===== src/rtl/sar_search_ctrl_pkg.sv =====
// sar_search_ctrl_pkg: shared state type, default width and flag-consistency check
package sar_search_ctrl_pkg;
  localparam int WIDTH_DEF = 4;
  typedef enum logic [1:0] {IDLE, TRY, DONE} state_t;
  function automatic logic flags_ok(input logic lesser, input logic greater, input logic equal);
    return $onehot({lesser, greater, equal});
  endfunction
endpackage


===== src/rtl/sar_search_ctrl_if.sv =====
// sar_search_ctrl_if: controller <-> comparator/downstream signal bundle
interface sar_search_ctrl_if import sar_search_ctrl_pkg::*; #(parameter int WIDTH = WIDTH_DEF);
  logic start, cmp_lesser, cmp_greater, cmp_equal, busy, done, early, err;
  logic [WIDTH-1:0] trial, result;
  modport master (
    input start, cmp_lesser, cmp_greater, cmp_equal,
    output trial, busy, done, result, early, err
  );
  modport slave (
    output start, cmp_lesser, cmp_greater, cmp_equal,
    input trial, busy, done, result, early, err
  );
endinterface


===== src/rtl/sar_step.sv =====
// sar_step: one combinational successive-approximation step on the comparator flags
module sar_step import sar_search_ctrl_pkg::*; #(
  parameter int WIDTH = WIDTH_DEF,
  parameter int IW = $clog2(WIDTH)
) (
  input  logic [WIDTH-1:0] trial,
  input  logic [IW-1:0]    idx,
  input  logic             lesser,
  input  logic             greater,
  input  logic             equal,
  output logic [WIDTH-1:0] nxt_trial,
  output logic [WIDTH-1:0] value,
  output logic             term,
  output logic             hit,
  output logic             bad
);
  logic [WIDTH-1:0] one, work;
  always_comb begin
    one = WIDTH'(1);
    bad = !flags_ok(lesser, greater, equal);
    hit = equal && !bad;
    work = greater ? trial & ~(one << idx) : trial;
    term = bad || equal || idx == '0;
    value = (bad || equal) ? trial : work;
    nxt_trial = work | (one << (idx - IW'(1)));
  end
endmodule


===== src/rtl/sar_search_ctrl.sv =====
// sar_search_ctrl: MSB-first search FSM driving an external magnitude comparator
module sar_search_ctrl import sar_search_ctrl_pkg::*; #(
  parameter int WIDTH = WIDTH_DEF
) (
  input logic clk,
  input logic rst_n,
  sar_search_ctrl_if.master bus
);
  localparam int IW = $clog2(WIDTH);
  state_t state, nxt_state;
  logic [IW-1:0] idx;
  logic [WIDTH-1:0] trial, result, nxt_trial, value;
  logic early, err, term, hit, bad;
  sar_step #(.WIDTH(WIDTH), .IW(IW)) u_step (
    .trial(trial),
    .idx(idx),
    .lesser(bus.cmp_lesser),
    .greater(bus.cmp_greater),
    .equal(bus.cmp_equal),
    .nxt_trial(nxt_trial),
    .value(value),
    .term(term),
    .hit(hit),
    .bad(bad)
  );
  always_ff @(posedge clk or negedge rst_n) begin
    if (!rst_n) begin
      state <= IDLE;
      idx <= IW'(WIDTH - 1);
      trial <= '0;
      result <= '0;
      early <= 1'b0;
      err <= 1'b0;
    end else begin
      state <= nxt_state;
      if (state == IDLE && bus.start) begin
        trial <= {1'b1, {(WIDTH-1){1'b0}}};
        idx <= IW'(WIDTH - 1);
        early <= 1'b0;
        err <= 1'b0;
      end
      if (state == TRY && term) begin
        result <= value;
        early <= hit;
        err <= bad;
      end
      if (state == TRY && !term) begin
        trial <= nxt_trial;
        idx <= idx - IW'(1);
      end
    end
  end
  always_comb begin
    nxt_state = state == IDLE ? (bus.start ? TRY : IDLE) :
                state == TRY  ? (term ? DONE : TRY) : IDLE;
  end
  always_comb begin
    bus.trial = trial;
    bus.result = result;
    bus.early = early;
    bus.err = err;
    bus.busy = state == TRY;
    bus.done = state == DONE;
  end
endmodule

===== src/flat_wrapper.sv =====
// flat-port wrapper written by rule: the top's interface ports become plain ports
module sar_search_ctrl_flat import sar_search_ctrl_pkg::*;
#(
  parameter int WIDTH = WIDTH_DEF
)
  (clk, rst_n, bus_start, bus_cmp_lesser, bus_cmp_greater, bus_cmp_equal, bus_trial, bus_busy, bus_done, bus_result, bus_early, bus_err);
  sar_search_ctrl_if #(.WIDTH(WIDTH)) bus_i ();
  input logic clk;
  input logic rst_n;
  input wire logic [$bits(bus_i.start)-1:0] bus_start;
  input wire logic [$bits(bus_i.cmp_lesser)-1:0] bus_cmp_lesser;
  input wire logic [$bits(bus_i.cmp_greater)-1:0] bus_cmp_greater;
  input wire logic [$bits(bus_i.cmp_equal)-1:0] bus_cmp_equal;
  output wire logic [$bits(bus_i.trial)-1:0] bus_trial;
  output wire logic [$bits(bus_i.busy)-1:0] bus_busy;
  output wire logic [$bits(bus_i.done)-1:0] bus_done;
  output wire logic [$bits(bus_i.result)-1:0] bus_result;
  output wire logic [$bits(bus_i.early)-1:0] bus_early;
  output wire logic [$bits(bus_i.err)-1:0] bus_err;
  assign bus_i.start = bus_start;
  assign bus_i.cmp_lesser = bus_cmp_lesser;
  assign bus_i.cmp_greater = bus_cmp_greater;
  assign bus_i.cmp_equal = bus_cmp_equal;
  assign bus_trial = bus_i.trial;
  assign bus_busy = bus_i.busy;
  assign bus_done = bus_i.done;
  assign bus_result = bus_i.result;
  assign bus_early = bus_i.early;
  assign bus_err = bus_i.err;
  sar_search_ctrl #(.WIDTH(WIDTH)) u_core (.clk(clk), .rst_n(rst_n), .bus(bus_i));
endmodule

===== config.mk =====
export PLATFORM = sky130hd
export DESIGN_NAME = sar_search_ctrl_flat
export DESIGN_NICKNAME = d
export VERILOG_FILES = /design/src/rtl/sar_search_ctrl_pkg.sv /design/src/rtl/sar_search_ctrl_if.sv /design/src/rtl/sar_step.sv /design/src/rtl/sar_search_ctrl.sv /design/src/flat_wrapper.sv
export SDC_FILE = /design/constraint.sdc
export NUM_CORES = 1
export LEC_CHECK = 0
export CAP_MARGIN = 20
export CORE_MARGIN = 2
export CORE_UTILIZATION = 36
export CTS_CLUSTER_DIAMETER = 80
export DETAILED_ROUTE_END_ITERATION = 6
export GPL_TIMING_DRIVEN = 0
export RECOVER_POWER = 100
export SYNTH_ARGS = -nofsm -noshare
export SYNTH_HDL_FRONTEND = slang
export SYNTH_SLANG_ARGS = --single-unit

===== constraint.sdc =====
create_clock -name clk -period 5.6 [get_ports clk]
set_input_delay 0.56 -clock clk [delete_from_list [all_inputs] [get_ports clk]]
set_output_delay 0.56 -clock clk [all_outputs]
set_load 0.01 [all_outputs]

; Word-level counts from Yosys, hierarchy flattened
; Index checks and enable logic that the tools add are counted.
; Widths: inputs -> output; s select.
[op_classes]
n_mux = 13
reduce_logical = 12
eq_ne = 3
bitwise_logic = 3
n_shift = 2
addsub = 3
[op_table]
columns = operator, n
row1 = $mux 4, 4
row2 = $mux 2, 5
row3 = $shl 1x2->4 const A, 2
row4 = $and 4x4->4, 1
row5 = $eq 2x1->1 const B, 2
row6 = $logic_and 1x1->1, 4
row7 = $logic_not 2->1, 2
row8 = $mux 1, 4
row9 = $not 4->4, 1
row10 = $or 4x4->4, 1
row11 = $reduce_bool 2->1, 2
row12 = $add 1x1->2, 1
row13 = $add 2x1->2, 1
row14 = $eq 2x2->1 const B, 1
row15 = $logic_not 1->1, 2
row16 = $logic_or 1x1->1, 2
row17 = $sub 2x1->2 const B, 1
[word_totals]
out_inout_bits = 12
ff_bits = 14
in_bits = 6

; Logic depth before layout (Yosys ltp)
[depth]
depth_word = 9
depth_mapped = 6
ltp_nobuf = 5

; Hierarchy
; From an unflattened synthesis, not the netlist that was laid out.
[unflattened]
cells_unflattened = 78
area_unflattened_um2 = 809.5
[by_module_without_submodules]
columns = module, n_inst, cells_each, area_each_um2
row1 = sar_search_ctrl, 1, 53, 644.4
row2 = sar_step, 1, 25, 165.2

; Worst setup path after synthesis
; No wires, ideal clock.
[synth_path]
path_kind = input port to flip-flop
from = input port bus_cmp_equal
to = register u_core.result[0] (netlist: u_core.bus.result[0])
path_buffers = 0
t_arrival_ns = 1.976
stages = 5
setup_time_ns = 0.128
required_time_ns = 5.472
slack_ns = 3.496
cell_sequence = inv_1 -> fa_1 -> nor4b_4 -> nor2_2 -> mux2_1
[synth_via]
elab_chain_len = 7
word_cells_on_any_way = 8
classes_between = add/sub (2) / eq/ne (1) / mux (1) / reduce/logical (4)
[synth_lines]
columns = item, line
row1 = "start, declared", flat_wrapper.sv:13  ; input wire logic [$bits(bus_i.cmp_equal)-1:0] bus_cmp_equal;
row2 = $add 1x1->2 (implied by the code), sar_search_ctrl_pkg.sv:6  ; return $onehot({lesser, greater, equal});
row3 = $add 2x1->2 (implied by the code), sar_search_ctrl_pkg.sv:6
row4 = $eq 2x1->1, sar_search_ctrl_pkg.sv:6
row5 = $logic_not 1->1, sar_step.sv:20  ; bad = !flags_ok(lesser, greater, equal);
row6 = $logic_or 1x1->1 *, "sar_step.sv:23, sar_step.sv:24"
row7 = $logic_or 1x1->1, sar_step.sv:23  ; term = bad || equal || idx == '0;
row8 = $logic_and 1x1->1, sar_search_ctrl.sv:42  ; if (state == TRY && term) begin
row9 = "end signal, assigned", sar_search_ctrl.sv:43  ; result <= value;
row10 = "end, declared", sar_search_ctrl.sv:12  ; logic [WIDTH-1:0] trial, result, nxt_trial, value;
; Mark *: on every way between the ends. The rest lies on a longest branch, timed or not.
; A chain may end at the register's enable or synchronous reset.

; Worst setup path in the final report
; Ends and elaborated chain as after synthesis.

==> key figures <==
Clock network
  • Post-CTS sizing: 0
  • Worst skew pair latency: 280 ps
  • Root Buffer: clkbuf_4
  • CTS tree: built
  • Total CTS buffers: 3
  • H-Tree Depth: 1
  • Clock Path Buffers: 2
  • Hold_buf cts: 0
  • CTS clk-pin slew, worst paths: 80 ps
  • Clock sink count: 14
  • Post-CTS Setup Bufs: 0

Run status
  • Outcome: finished, final reports clean

Worst setup path
  • Reg-to-reg slack, setup: 2940 ps
  • Reg2reg end: u_core.bus.result[0]$_DFFE_PN0P_
  • WP data required: 5770 ps
  • CP endpoint kind: flip-flop
  • CP max FO: 7
  • Reg2reg path depth: 5
  • Crit path DAT: roughly 3500 ps
  • Startpoint class of the critical path: input pin
  • Worst R2R Start: u_core.idx[0]$_DFFE_PN1P_
  • Setup CP Type: input pin to flip-flop

Yosys
  • Yosys warnings: 0
  • Avg Cell Area, Syn: 11.6 µm²
  • Synth top area cells: dfrtp_1 38%, ha_1 11%, dfstp_2 6.7%
  • Syn_nets: 82
  • Synth area leader: dfrtp_1
  • Yosys top cell area share: 38.0%
  • #FFs+latches synth: 14
  • Distinct cells, synth: 31
  • Main flop type after synthesis: dfrtp_1
  • Seq/Total Area, Yosys: 44.7%
  • Post-synth ARST share: 100%
  • Mapped Cells: ~70
  • Post-synth EDFFs: 0
  • Post-Synthesis Cell Area: 790 µm²

Floorplan
  • Initial Utilization: about two fifths
  • I/O pin cnt: 18
  • Die H: 50.8 µm
  • Row cnt: 16
  • Core area: 2020 µm²
  • Die area: between 2000 and 3000 µm²
  • DIE WIDTH: 50.8 µm

Global routing
  • Total congestion overflow: 0
  • Pin count of the biggest net entering global routing: 15
  • Initial antenna violation count: 0
  • First-pass GRT wire length: 2.94 mm
  • GRT Total Usage: 15.4%
  • Vias in the first global route: 649

STA
  • Final Critical Period: between 3000 and 4000 ps
  • WHS: 486 ps
  • Setup violators final: 0
  • Clock skew: 1.61 ps
  • Peak Freq: 0.301 GHz
  • Final Cycle Share: 59.4%
  • Unrepaired setup endpoints after global routing: false
  • Slew @ Worst Pin: 1120 ps
  • Max-slew violation count: 0
  • Worst rel slew slack: 24.3%
  • Final hold vios: 0
  • Fin Setup TNS: 0 ps
  • Final WS setup: 2270 ps

Finish
  • Storage cell area: between 300 and 400 µm²
  • Share of cells above drive strength 1: 10.1%
  • Fin nets: 104
  • Footprint of the multi-input gates: 382 µm²
  • Fillers: 201
  • Area grow syn2layout: 27.7%
  • Antenna diode instance count: 0
  • Final Util: 49.9%

Place
  • Pre-CTS setup slack: 2630 ps
  • Detailed Place HPWL: 1.24 mm
  • Routability Congestion: ~0.75
  • PortBufs: 17

Hold path
  • Hold crit path type: flip-flop to flip-flop
  • Hold path endpoint: u_core.bus.result[0]$_DFFE_PN0P_
  • Worst hold path startpoint: u_core.bus.result[0]$_DFFE_PN0P_
  • WHS Path Cells: 1

Power
  • Overall Power: 307 µW
  • Maximum VDD drop: 0.165 mV
  • PwrDens: 304 nW/µm²
  • Lkg Pwr: around 0.00049 µW

Detailed routing
  • Vias: 598
  • Initial DRC Count: 10
  • Drt total wl: 1.63 mm
  • Routed length per instance: 14.0 µm
  • Routed Antenna Nets: 0
  • DRT Pass-1 Iters: 4
  • DRC violations left: 0
  • DR vias/cell: 5.16

Flow run
  • MaxCap Viol Count: 0
registers in the layout, indices dropped and copies added, names as in the netlist:
name               flops
u_core.bus.result      4
u_core.bus.trial       4
u_core.idx             2
u_core.state           2
u_core.bus.early       1
u_core.bus.err         1
synthesized netlist by cell type, types with 2 or more instances:
master,n
dfrtp_1,12
ha_1,7
inv_1,6
o21ai_0,4
a21boi_0,3
mux2_1,3
nand2_1,3
a211oi_1,2
a21oi_1,2
a32o_1,2
dfstp_2,2
nand4_1,2
nor3b_1,2
cell type report:
type	count	area share, %
buffer	2	0.744
sequential	14	35.0
timing repair buffer	17	16.9
multi-input combinational	45	37.8
inverter	7	2.61
tap	27	3.35
clock buffer	4	3.60
cells in the final DEF, fill, tap and decap left out:
master	count
nand4_1	2
clkbuf_8	1
o41ai_1	1
clkbuf_1	2
nor4b_1	1
or3b_1	1
dfrtp_1	12
nand2b_2	1
a22o_4	1
nand2b_1	1
clkdlybuf4s50_1	4
ha_1	7
clkbuf_4	3
dlygate4sd3_1	13
nor2_1	2
inv_1	7
nor2b_1	1
o211ai_1	1
a32o_1	2
a2111oi_0	1
a21boi_0	3
and2_0	1
a211oi_1	2
dfstp_2	2
mux2_1	3
nand2_1	3
a31oi_1	1
a21oi_1	2
fa_1	1
nor3b_1	2
and4bb_2	1
o21ai_0	4
critical path, stage by stage:
cell	delay (ps)
dlygate4sd3_1	600
inv_1	100
fa_1	590
nor4b_1	980
nor2_1	280
mux2_1	380
through the flow:
stage / instance area, µm² / instances
6_report: 1010 / 116
5_1_grt: 1010 / 116
4_1_cts: 1030 / 116
3_5_place_dp: 993 / 112
3_3_place_gp: 993 / 112
2_1_floorplan: 790 / 68
metal layers:
metal  track usage, %  vias to the layer above  part of all wire (%)
li1                 -                      285                     -
met1             18.9                      296                    46
met2             25.9                       14                    49
met3             2.63                        3                   3.3
met4             8.11                        0                   2.0
met5                0                        -                     0
cell families (layout without fill, tap and decap cells):
kind of cell | after synthesis | after routing | synth area share [%]
AOI/OAI and AO/OA | 18 | 18 | 17.3
adders and majority gates | 8 | 8 | 13.6
buffers and inverters | 9 | 30 | 4.75
DFF | 14 | 14 | 44.7
muxes | 3 | 3 | 4.28
and+or+nand+nor | 16 | 16 | 15.4
where the power goes:
group	internal (µW)	total (µW)	switching (µW)	leakage [µW]
clock	39.6	73.3	33.7	0.0000210
sequential	121	134	13.0	0.000177
combinational	48.1	99.1	51.0	0.000288
total	209	307	97.7	0.000486
worst max path at each step:
stage             startpoint                          endpoint  slack, ps  cells past startpoint
4_1_cts        bus_cmp_equal  u_core.bus.result[0]$_DFFE_PN0P_       2930                      6
3_3_place_gp   bus_cmp_equal  u_core.bus.result[2]$_DFFE_PN0P_       2670                      6
5_1_grt        bus_cmp_equal  u_core.bus.result[2]$_DFFE_PN0P_       2040                      6
2_1_floorplan  bus_cmp_equal  u_core.bus.result[0]$_DFFE_PN0P_       3500                      5
6_report       bus_cmp_equal  u_core.bus.result[0]$_DFFE_PN0P_       2270                      6
3_5_place_dp   bus_cmp_equal  u_core.bus.result[0]$_DFFE_PN0P_       2630                      6
Note: power is estimated with default switching activity, not from simulation.
